$ cat src/rtl/cordic_pkg.sv
// cordic_pkg: command-word field positions, fixed-point constants and the
// decoded-command layout shared by the CORDIC input stage.
package cordic_pkg;
    localparam int OP_LSB      = 0;
    localparam int OP_MSB      = 15;
    localparam int ARCTAN_BIT  = 16;
    localparam int XLOAD_BIT   = 17;
    localparam int P90_DEFAULT = 23040;
    localparam int CMD_WIDTH   = 16;
    localparam logic [CMD_WIDTH-1:0] ONE = 16'h0100;

    typedef struct packed {
        logic [CMD_WIDTH-1:0] degree;
        logic [CMD_WIDTH-1:0] x;
        logic [CMD_WIDTH-1:0] y;
        logic                 flip;
        logic                 arctan_en;
    } cmd_t;
endpackage

$ cat src/rtl/cordic_cmd_fifo.sv
// cordic_cmd_fifo: synchronous FIFO with occupancy output and the head entry
// read straight from the storage registers.
module cordic_cmd_fifo #(
    parameter int DW    = 8,
    parameter int DEPTH = 4
) (
    input  logic                     clk,
    input  logic                     rst_n,
    input  logic                     push,
    input  logic [DW-1:0]            wr_data,
    input  logic                     pop,
    output logic [DW-1:0]            head,
    output logic [$clog2(DEPTH):0]   level
);
    localparam int AW = $clog2(DEPTH);

    logic [DW-1:0] mem_q [DEPTH];
    logic [DW-1:0] mem_d [DEPTH];
    logic [AW-1:0] wr_ptr_q, wr_ptr_d, rd_ptr_q, rd_ptr_d;
    logic [AW:0]   level_q, level_d;

    // Power-of-two depth lets the pointers wrap by plain overflow.
    always_comb begin
        mem_d = mem_q;
        if (push) mem_d[wr_ptr_q] = wr_data;
        wr_ptr_d = wr_ptr_q + AW'(push);
        rd_ptr_d = rd_ptr_q + AW'(pop);
        level_d  = level_q + (AW+1)'(push) - (AW+1)'(pop);
    end

    always_ff @(posedge clk or negedge rst_n) begin
        if (!rst_n) begin
            mem_q    <= '{default: '0};
            wr_ptr_q <= '0;
            rd_ptr_q <= '0;
            level_q  <= '0;
        end else begin
            mem_q    <= mem_d;
            wr_ptr_q <= wr_ptr_d;
            rd_ptr_q <= rd_ptr_d;
            level_q  <= level_d;
        end
    end

    assign head  = mem_q[rd_ptr_q];
    assign level = level_q;
endmodule

$ cat src/rtl/cordic_input_stage.sv
// cordic_input_stage: decodes command words into rotation/vectoring operands
// with quadrant folding, holds the atan2 x operand and queues entries for the core.
module cordic_input_stage
    import cordic_pkg::*;
#(
    parameter int WIDTH      = CMD_WIDTH,
    parameter int FRAC_WIDTH = 8,
    parameter int DEPTH      = 4,
    parameter int ANGLE_P90  = P90_DEFAULT
) (
    input  logic                   clk,
    input  logic                   rst_n,
    input  logic [31:0]            in_word,
    input  logic                   in_valid,
    output logic                   in_ready,
    output logic [WIDTH-1:0]       degree_out,
    output logic [WIDTH-1:0]       x_out,
    output logic [WIDTH-1:0]       y_out,
    output logic                   flip_out,
    output logic                   arctan_en_out,
    output logic                   out_valid,
    input  logic                   out_ready,
    output logic [$clog2(DEPTH):0] level
);
    localparam int LW = $clog2(DEPTH) + 1;
    localparam logic signed [WIDTH+1:0] P90     = (WIDTH+2)'(ANGLE_P90);
    localparam logic signed [WIDTH+1:0] NEG_P90 = -P90;
    localparam logic signed [WIDTH+1:0] TWO_P90 = (WIDTH+2)'(2 * ANGLE_P90);
    localparam logic [WIDTH-1:0]        ONE_W   = WIDTH'(1) << FRAC_WIDTH;

    logic [WIDTH-1:0]        op, x_hold_q, x_hold_d;
    logic signed [WIDTH+1:0] op_w;
    logic                    accept, xload, arctan, push, pop, fold_hi, fold_lo;
    logic                    unused_bits;
    cmd_t                    entry, head;

    assign unused_bits = ^in_word[31:18];

    // Folding is done two bits wider so op +/- 2*P90 cannot overflow before truncation.
    always_comb begin
        op              = in_word[OP_MSB:OP_LSB];
        op_w            = {{2{op[WIDTH-1]}}, op};
        xload           = in_word[XLOAD_BIT];
        arctan          = in_word[ARCTAN_BIT];
        fold_hi         = op_w > P90;
        fold_lo         = op_w < NEG_P90;
        accept          = in_valid & in_ready;
        push            = accept & ~xload;
        pop             = out_valid & out_ready;
        x_hold_d        = !accept ? x_hold_q : xload ? op : arctan ? ONE_W : x_hold_q;
        entry.degree    = arctan ? '0 : WIDTH'(fold_hi ? op_w - TWO_P90 : fold_lo ? op_w + TWO_P90 : op_w);
        entry.x         = arctan ? x_hold_q : ONE_W;
        entry.y         = arctan ? op : '0;
        entry.flip      = arctan ? x_hold_q[WIDTH-1] : (fold_hi | fold_lo);
        entry.arctan_en = arctan;
    end

    always_ff @(posedge clk or negedge rst_n) begin
        if (!rst_n) x_hold_q <= ONE_W;
        else        x_hold_q <= x_hold_d;
    end

    cordic_cmd_fifo #(.DW($bits(cmd_t)), .DEPTH(DEPTH)) u_fifo (
        .clk     (clk),
        .rst_n   (rst_n),
        .push    (push),
        .wr_data (entry),
        .pop     (pop),
        .head    (head),
        .level   (level)
    );

    assign in_ready      = level < LW'(DEPTH);
    assign out_valid     = level != '0;
    assign degree_out    = head.degree;
    assign x_out         = head.x;
    assign y_out         = head.y;
    assign flip_out      = head.flip;
    assign arctan_en_out = head.arctan_en;
endmodule
$ cat config.mk
export PLATFORM = sky130hd
export DESIGN_NAME = cordic_input_stage
export DESIGN_NICKNAME = d
export VERILOG_FILES = /design/src/rtl/cordic_pkg.sv /design/src/rtl/cordic_cmd_fifo.sv /design/src/rtl/cordic_input_stage.sv
export SDC_FILE = /design/constraint.sdc
export NUM_CORES = 1
export LEC_CHECK = 0
export CAP_MARGIN = 20
export CORE_ASPECT_RATIO = 0.75
export CORE_MARGIN = 2
export CORE_UTILIZATION = 68
export DETAILED_ROUTE_END_ITERATION = 16
export DONT_BUFFER_PORTS = 1
export PLACE_DENSITY = 0.84
export SLEW_MARGIN = 40
export SYNTH_ARGS = -nofsm -noshare
export SYNTH_HDL_FRONTEND = slang
export SYNTH_HIERARCHICAL = 1
export SYNTH_SLANG_ARGS = --single-unit
$ cat constraint.sdc
create_clock -name clk -period 4.1 [get_ports clk]
set_input_delay 0.41 -clock clk [delete_from_list [all_inputs] [get_ports clk]]
set_output_delay 0.41 -clock clk [all_outputs]
set_load 0.03 [all_outputs]
======== Word-level counts from Yosys, hierarchy flattened ========
Cells that the tools add are included.
storage, ports and cells
  word-level logic and storage cells ...... 45
  output and inout bits ................... 55
  flip-flop bits (word level) ............. 223
  input bits .............................. 36
cells by class
  $add $sub $neg .......................... 6
  multiplexer cells ....................... 14
  reduce and logical (&&, ||, !) cells .... 4
  $lt $le $gt $ge ......................... 6
  bitwise operators ....................... 7
operators by type and width
  kind                      number
  $bwmux W200               1
  $mux W50                  3
  $mux W16                  7
  $bmux W50 S2              1
  $demux W50 S2             1
  $add A16 B16 Y16 const B  1
  $gt A16 B16 Y1 const B    1
  $lt A16 B16 Y1 const B    1
  $sub A16 B16 Y16 const B  1
  $ge A3 B3 Y1 const B      2
  $not A2 Y3                2
  $add A2 B1 Y2             2
  $add A3 B1 Y3             1
  $and A1 B1 Y1             3
  $lt A3 B1 Y1 const B      1
  $lt A3 B3 Y1 const B      1
  $reduce_bool A3 Y1        1
  $sub A3 B1 Y3             1
  $reduce_and A2 Y1         1
  $reduce_bool A2 Y1        1
  $logic_and A1 B1 Y1       1
  $mux W1                   1
  $not A1 Y1                1
  $or A1 B1 Y1              1

======== Longest topological paths before layout ========
Gate-level depths: netlist (run 1).
  depth after elaboration ................. 6
  gate-level depth with buffers ........... 9
  depth with buffers taken out ............ 9

======== Modules after synthesis ========
Netlist (run 1), hierarchy kept.
modules (own cells, without submodules)
  module              area each (um^2)  sequential area each (um^2)  cells each  times used
  cordic_cmd_fifo     8863.5            5180.0                       506         1
  cordic_input_stage  1276.2            401.6                        146         1

======== Worst setup path after synthesis (run 1) ========
Ideal clock, no wire load.
  path type ............................... register -> register
  start ................................... reg u_fifo.level_q[2] (netlist: u_fifo/level[2])
  end ..................................... reg u_fifo.level_q[2] (netlist: u_fifo/level[2])
  period minus slack after synthesis ...... 2.533 ns
  stages on the path, launching flop included .. 9
  arrival ................................. 2.410 ns
  required time ........................... 3.977 ns
  setup slack ............................. 1.567 ns
  path buffers ............................ 0
  setup time .............................. 0.123 ns
  cells stage by stage .................... dfrtp_1 -> or3_1 -> and2_1 -> ha_1 -> inv_1 -> ha_1 -> fa_1 -> xnor2_1 -> xnor2_1
between the ends
  elaborated cells on any way between the ends .. 7
  classes of those cells .................. 2 x add/sub; 1 x order compare; 3 x bitwise; 1 x reduce/logical
RTL lines
  what                         RTL line                  text
  from (decl)                  cordic_cmd_fifo.sv:20     logic [AW:0] level_q, level_d;
  from (signal assigned)       cordic_cmd_fifo.sv:41     level_q <= level_d;
  $reduce_bool A3 Y1           cordic_input_stage.sv:74  assign out_valid = level != '0;
  named net out_valid          cordic_input_stage.sv:21  output logic out_valid,
  $and A1 B1 Y1                cordic_input_stage.sv:49  pop = out_valid & out_ready;
  named net pop                cordic_input_stage.sv:33  logic accept, xload, arctan, push, pop, fold_hi, fold_lo;
  $sub A3 B1 Y3                cordic_cmd_fifo.sv:28     level_d = level_q + (AW+1)'(push) - (AW+1)'(pop);
  named net u_fifo.level_d[2]  cordic_cmd_fifo.sv:20
The timed path passes the listed nets, and every way through them passes these cells.
A chain may end at the register's enable or synchronous reset.

======== Worst setup path in the final report (run 1) ========
  start ................................... reg u_fifo.level_q[2] (netlist: u_fifo/level[2])
  end ..................................... reg u_fifo/mem_q[116] (netlist name)
between the ends
  longest elaborated chain between the ends .. 3
RTL lines
  what                  RTL line                  text
  $lt A3 B3 Y1          cordic_input_stage.sv:73  assign in_ready = level < LW'(DEPTH);
  $and A1 B1 Y1         cordic_input_stage.sv:47  accept = in_valid & in_ready;
  $and A1 B1 Y1         cordic_input_stage.sv:48  push = accept & ~xload;
  named net push        cordic_input_stage.sv:33
  to (signal assigned)  cordic_cmd_fifo.sv:38     mem_q <= mem_d;
  to (decl)             cordic_cmd_fifo.sv:17     logic [DW-1:0] mem_q [DEPTH];
The timed path passes the listed nets, and every way through them passes these cells.

==> results of run 1 <==
-- logic make-up (layout without fill, tap and decap cells) --
logic type | count (synthesis) | in the layout | share of synthesized area, %
AOI/OAI and AO/OA | 38 | 38 | 3.01
adders and majority gates | 9 | 9 | 1.18
muxes | 251 | 251 | 33.4
DFF | 223 | 223 | 55.0
xor gates and xnor gates | 4 | 4 | 0.346
and+or+nand+nor | 74 | 74 | 4.69
buffers and inverters | 53 | 61 | 2.30
-- cell usage in the layout, fill, tap and decap left out, drive strengths merged, types with 2 or more instances in the layout --
cell type	n
a21oi	4
and3	3
dfrtp	222
a211o	3
buf	10
clkbuf	33
nand3	4
bufinv	2
and2	30
mux2	201
ha	8
nor2b	11
nor2	8
nand2	6
mux4	50
nor3b	2
nand3b	2
a22o	16
inv	11
a211oi	2
clkinv	5
o21ai	3
xor2	2
xnor2	2
-- per-stage QoR --
| step | hold WS (ps) | setup WS (ps) | instance area (um2) |
|---|---|---|---|
| after floorplan | 114 | 1570 | 10100 |
| after global placement | 119 | 1290 | 10300 |
| after detailed placement | 117 | 1100 | 10300 |
| after CTS | -405 | 1050 | 11100 |
| after global routing | -413 | 893 | 11100 |
| final | -386 | 1040 | 11100 |
-- flip-flops by register name, indices dropped and copies added (netlist names) --
signal,flops
u_fifo/wr_ptr_q,2
u_fifo/level,3
x_hold_q,16
u_fifo/mem_q,200
u_fifo/rd_ptr_q,2
-- power breakdown --
group | internal, mW | switching [mW] | leakage, nW
combinational | 1.41 | 1.55 | 1.88
clock | 1.28 | 0.808 | 0.385
sequential | 3.05 | 0.582 | 2.92
-- cell type report --
type / count / area, um2 / area share, %
Sequential cell: 223 / 5590 / 50.3
Multi-Input combinational cell: 376 / 4340 / 39.1
Clock buffer: 33 / 683 / 6.15
Tap cell: 200 / 250 / 2.25
Timing Repair Buffer: 10 / 120 / 1.08
Clock inverter: 7 / 88.8 / 0.800
Inverter: 11 / 41.3 / 0.372
-- layer usage --
layer / global-route usage (%) / up-vias / routed length, um
li1: - / 2391 / -
met5: 0 / - / 0
met3: 7.30 / 51 / 1660
met2: 46.8 / 203 / 10500
met4: 9.97 / 0 / 718
met1: 39.5 / 2983 / 8790
-- worst max-delay path: cells and delay by family (launching register included) --
kind / cells / cell delay (ps)
multiplexers: 1 / 330
buffers and inverters: 1 / 530
flip-flops: 1 / 530
AND/OR/NAND/NOR: 3 / 1510
-- worst max path at each step --
| stage | startpoint | to | slack (ps) | cells after the start |
|---|---|---|---|---|
| 2_1_floorplan | u_fifo/level[2]$_DFF_PN0_ | u_fifo/level[2]$_DFF_PN0_ | 1570 | 8 |
| 3_3_place_gp | u_fifo/level[2]$_DFF_PN0_ | u_fifo/mem_q[116]$_DFFE_PN0P_ | 1290 | 5 |
| 3_5_place_dp | u_fifo/level[2]$_DFF_PN0_ | u_fifo/mem_q[116]$_DFFE_PN0P_ | 1100 | 5 |
| 4_1_cts | u_fifo/level[2]$_DFF_PN0_ | u_fifo/mem_q[116]$_DFFE_PN0P_ | 1050 | 5 |
| 5_1_grt | u_fifo/level[2]$_DFF_PN0_ | u_fifo/mem_q[128]$_DFFE_PN0P_ | 890 | 5 |
| 6_report | u_fifo/level[2]$_DFF_PN0_ | u_fifo/mem_q[116]$_DFFE_PN0P_ | 1040 | 5 |
==> summary.txt, run 1 <==
R2r setup slk: 1040 ps
Die extent in y: 110 um
Drt via density: 6.54
Period utilisation layout: 74.7%
Clock tree buffer depth: 3
Area grow syn2layout: 9.58%
CTS clk-pin slew, worst paths: 60 ps
Via count: 5628
Status: finished, violations left
Synthesized instance count: 652
CP Cell Sequence: nor2b_1 -> nor2b_1 -> nand3b_1 -> buf_4 -> mux2_2
Fillers: 824
ANT cells: 0
Final instance count without filler cells: 860
CTS tree: yes
Final Skew: 10.1 ps
RSZ-0062 raised after global routing: false
Async set-reset flop share out of synthesis: 100%
Fin Hold WS: -386 ps
Num ports: 91
Placed insts: 820
Distinct cells, synth: 48
Synth Net Count: 697
Clock Tree Root: clkbuf_16
DRT antenna net count: 0
Fin. max-slew vios: 0
Post-Route Setup TNS: 0 ps
Tot Pwr: 8.68 mW
Syn Area/Cell: 15.6 um2
Vias in the first global route: 6099
Post-synth top flop: dfrtp_1
Starting DRT DRC Count: 403
Port Buffers: 0
Most used cell, CP: nor2b_1
Failing checks: hold timing
Layout net count: 689
Crit Path Class: reg2reg
CP Capture Type: flip-flop
Max-cap violations: 0
Worst hold-check path type: in2async
Post-DP HPWL: 13.9 mm
CTS Buf Count: 22
WL final: 21.7 mm
Yosys reg bits: 223
Post-Syn Area: 10100 um2
Worst EP arrival: 3440 ps
Leading area contributor after synthesis: dfrtp_1
Post-layout util: 76.6%
Die Area: 15900 um2
Worst R2R Start: u_fifo/level[2]$_DFF_PN0_
Worst-skew pair later-pin latency: 490 ps
Starting Density: 69.9%
PwrDens: 781 nW/um2
Largest net degree at the start of global routing: 224
CP Max Fanout: 25
CTS H-tree lvls: 1
Area fraction of the dominant cell type after synthesis: 54.8%
Initial antenna violation count: 0
Tmin final: 3060 ps
Clock sinks: 223
First-pass GRT wire length: 35.1 mm
Wirelength per Cell: 25.2 um
FF-to-FF End: u_fifo/mem_q[116]$_DFFE_PN0P_
Core area: 14500 um2
Rel. slew slack: 42.4%
Worst IR Drop VDD: 0.458 mV
PostCTS Resize Cnt: 0
Synth cell count leaders: dfrtp_1, mux2_2, mux4_2
Die width: 145 um
CP max stage cell: nand3b_1
Gr ovfl total: 0
RePlAce Congestion: 0.928
GRT Total Usage: 29.0%
F_max: 326 MHz
FF-to-FF path depth: 5
Worst-margin pin slew: 861 ps
Leakage: 5.19 nW
Post-CTS Setup Bufs: 0
Pre-antenna DRT Iters: 5
Crit path required time: 4470 ps
Synth top area cells: dfrtp_1, mux2_2, mux4_2
Synth Warn #: 6
Max incr delay on CP: 710 ps
Fin. Hold Viols: 223
Setup violators final: 0
Layout cells sized above 1: 46.2%
Post-synthesis sequential area ratio: 55.0%
Std-Cell Rows: 38
DRC: 0
Number of synthesized flops with an enable pin: 0
Worst setup SP type: flip-flop
Cell with the most instances after synthesis: dfrtp_1
Power figures use the tool's default switching activity.
==> inputs of run 2 (changes only) <==
--- a/config.mk
+++ b/config.mk
@@ -8,10 +8,10 @@
 export CAP_MARGIN = 20
 export CORE_ASPECT_RATIO = 0.75
 export CORE_MARGIN = 2
-export CORE_UTILIZATION = 68
+export CORE_UTILIZATION = 64
 export DETAILED_ROUTE_END_ITERATION = 16
 export DONT_BUFFER_PORTS = 1
-export PLACE_DENSITY = 0.84
+export PLACE_DENSITY = 0.8
 export SLEW_MARGIN = 40
 export SYNTH_ARGS = -nofsm -noshare
 export SYNTH_HDL_FRONTEND = slang
==> constraint.sdc (replaced) <==
create_clock -name clk -period 3.1 [get_ports clk]
set_input_delay 0.31 -clock clk [delete_from_list [all_inputs] [get_ports clk]]
set_output_delay 0.31 -clock clk [all_outputs]
set_load 0.03 [all_outputs]
==> run 2 against run 1 <==
The flow still finishes with violations (hold timing). Worst hold slack worse by 110 ps. Register-to-register slack worse by 640 ps. Maximum frequency rose by 13%. Sequential cell count is the same. Sequential power grew 34%. Via count grew 1.8%. Global-route usage shrank 1.2 points. Largest power group unchanged.
==> summary.txt, run 2 (synthesis gave the netlist of run 1 again) <==
Num ports: 91 (unchanged)
Crit Path Class: reg2reg
RePlAce Congestion: 0.859 (-7.5%)
Family with the most delay on the worst path: simple AND/OR/NAND/NOR gates
Core area: 15400 um2 (+6.0%)
Worst hold-check path type: in2async
Pre-antenna DRT Iters: 5 (unchanged)
Die Area: 16900 um2 (+6.0%)
Largest net degree at the start of global routing: 224 (unchanged)
Clock tree buffer depth: 3 (unchanged)
Cell area after layout: 11300 um2 (+1.5%)
Worst R2R Start: u_fifo/level[2]$_DFF_PN0_
Hold-fix buffers at CTS: 16
RSZ-0062 raised after global routing: false
Clock share of power: 23.3% (-0.7 points)
Post-Route Setup TNS: 0 ps (unchanged)
Placed insts: 827 (+0.85%)
Worst-skew pair later-pin latency: 500 ps (about the same)
Initial antenna violation count: 3 (+3)
Worst IR Drop VDD: 0.595 mV (+30%)
PostCTS Resize Cnt: 0 (unchanged)
R2r setup slk: 400 ps (-640 ps)
Die extent in y: 113 um (+3.0%)
Starting Density: 66.0% (-4.0 points)
Sequential power share: 42.5% (+0.7 points)
Fin Hold WS: -496 ps (-110 ps)
Post-DP HPWL: 13.9 mm (about the same)
Max incr delay on CP: 620 ps (-90 ps)
Rel. slew slack: 48.5% (+6.1 points)
Worst EP arrival: 3070 ps (-370 ps)
Commonest cells after routing, fill and taps aside: dfrtp_1, mux2_2, mux4_2
Fin. max-slew vios: 0 (unchanged)
Setup violators final: 0 (unchanged)
Tot Pwr: 11.4 mW (+32%)
Largest reg by FF count: u_fifo/mem_q
Fin. Hold Viols: 223 (unchanged)
Tmin final: 2700 ps (-364 ps)
Layout cells sized above 1: 44.8% (-1.5 points)
Wirelength per Cell: 25.2 um (about the same)
Vias in the first global route: 6233 (+2.2%)
Comb power frac: 34.2% (about the same)
Drt via density: 6.48 (-0.95%)
Port Buffers: 0 (unchanged)
Std-Cell Rows: 39 (+2.6%)
Final Skew: 11.4 ps (+1.33 ps)
DRC: 0 (unchanged)
DRT antenna net count: 0 (unchanged)
Final instance count without filler cells: 884 (+2.8%)
Max reg flops: 200 (unchanged)
Post-place setup slack: 401 ps (-704 ps)
Area grow syn2layout: 11.2%
Clock Tree Root: clkbuf_16
Final setup margin: 401 ps (-636 ps)
Via count: 5730 (+1.8%)
FF-to-FF path depth: 5 (unchanged)
Worst-margin pin slew: 772 ps (-89.4 ps)
Psw: 3.93 mW (+33%)
Leakage: 5.26 nW (+1.3%)
F_max: 371 MHz (+13%)
CTS clk-pin slew, worst paths: 60 ps (about the same)
Die width: 149 um (+3.0%)
CP Max Fanout: 23 (-8.0%)
CP Cell Sequence: nor2b_1 -> nor2b_1 -> nand3b_1 -> buf_12 -> mux2_2
Clock sinks: 223 (unchanged)
CP max stage cell: nand3b_1
Failing checks: hold timing
Sw frac: 34.4% (+0.50 points)
Pint: 7.49 mW (+31%)
GRT Total Usage: 27.8% (-1.2 points)
Layout net count: 707 (+2.6%)
Most common cell after layout, fill and taps aside: dfrtp_1
FF-to-FF End: u_fifo/mem_q[70]$_DFFE_PN0P_
CTS H-tree lvls: 1 (unchanged)
Max-cap violations: 0 (unchanged)
CTS tree: yes
Gr ovfl total: 0 (unchanged)
CTS Buf Count: 22 (unchanged)
Starting DRT DRC Count: 461 (+14%)
PwrDens: 1010 nW/um2 (+30%)
WL final: 22.3 mm (+2.8%)
Period utilisation layout: 87.1% (+12 points)
Most used cell, CP: nor2b_1
First-pass GRT wire length: 35.7 mm (+1.6%)
CP Capture Type: flip-flop
WP buf/inv: 1 (unchanged)
Post-layout util: 73.3% (-3.3 points)
Crit path required time: 3470 ps (-1000 ps)
Dpl cell area: 10400 um2 (+0.46%)
Worst setup SP type: flip-flop
Status: finished, violations left
==> run 2: layout make-up <==
class	count	area (um2)
Sequential cell	223	5590
Multi-Input combinational cell	376	4340
Fill cell	924	4100
Tap cell	205	256
Inverter	11	41.3
Clock inverter	9	101
Antenna cell	2	5.00
Clock buffer	30	622
Timing Repair Buffer	28	325
==> run 2: how the worst max path moves through the flow <==
stage | start | to | slack (ps) | cells after the start
finish | u_fifo/level[2]$_DFF_PN0_ | u_fifo/mem_q[70]$_DFFE_PN0P_ | 400 | 5
global route | u_fifo/level[2]$_DFF_PN0_ | u_fifo/level[2]$_DFF_PN0_ | 240 | 9
CTS | u_fifo/level[2]$_DFF_PN0_ | u_fifo/mem_q[70]$_DFFE_PN0P_ | 360 | 5
detailed placement | u_fifo/level[2]$_DFF_PN0_ | u_fifo/mem_q[70]$_DFFE_PN0P_ | 400 | 5
global placement | u_fifo/level[2]$_DFF_PN0_ | u_fifo/mem_q[64]$_DFFE_PN0P_ | 470 | 5
floorplan | u_fifo/level[2]$_DFF_PN0_ | u_fifo/level[2]$_DFF_PN0_ | 570 | 8
==> run 2: layer usage <==
metal	vias up	routed length [um]	share of wire [%]	track usage, %
met5	-	0	0	0
met3	46	1670	7.5	6.41
li1	2417	-	-	-
met2	196	10700	48	43.7
met4	0	553	2.5	7.94
met1	3071	9350	42	39.6
==> run 2: worst register-to-register path: cells and delay by family (launching register included) <==
kind	cells	cell delay, ps
buffers and inverters	1	410
flip-flops	1	530
multiplexers	1	300
AND/OR/NAND/NOR	3	1340
==> run 2: power groups by stage <==
stage | Combinational (mW) | Clock, mW | Sequential, mW
2_1_floorplan | 3.48 | 0 | 4.46
3_3_place_gp | 3.78 | 0 | 4.76
3_5_place_dp | 3.90 | 0 | 4.90
4_1_cts | 3.94 | 2.70 | 4.85
5_1_grt | 4.13 | 2.83 | 4.99
6_report | 3.90 | 2.66 | 4.85
==> run 2: timing repair <==
action,in CTS,in global routing
endpoints found under the setup margin,0,0
buffers inserted,0,0
hold endpoints to repair,242,223
==> inputs of run 3 (changes only) <==
--- a/config.mk
+++ b/config.mk
@@ -5,7 +5,6 @@
 export SDC_FILE = /design/constraint.sdc
 export NUM_CORES = 1
 export LEC_CHECK = 0
-export CAP_MARGIN = 20
 export CORE_ASPECT_RATIO = 0.75
 export CORE_MARGIN = 2
 export CORE_UTILIZATION = 64
==> results of run 3 <==
Same layout as run 2: the final DEF is identical, and so are final timing and power.
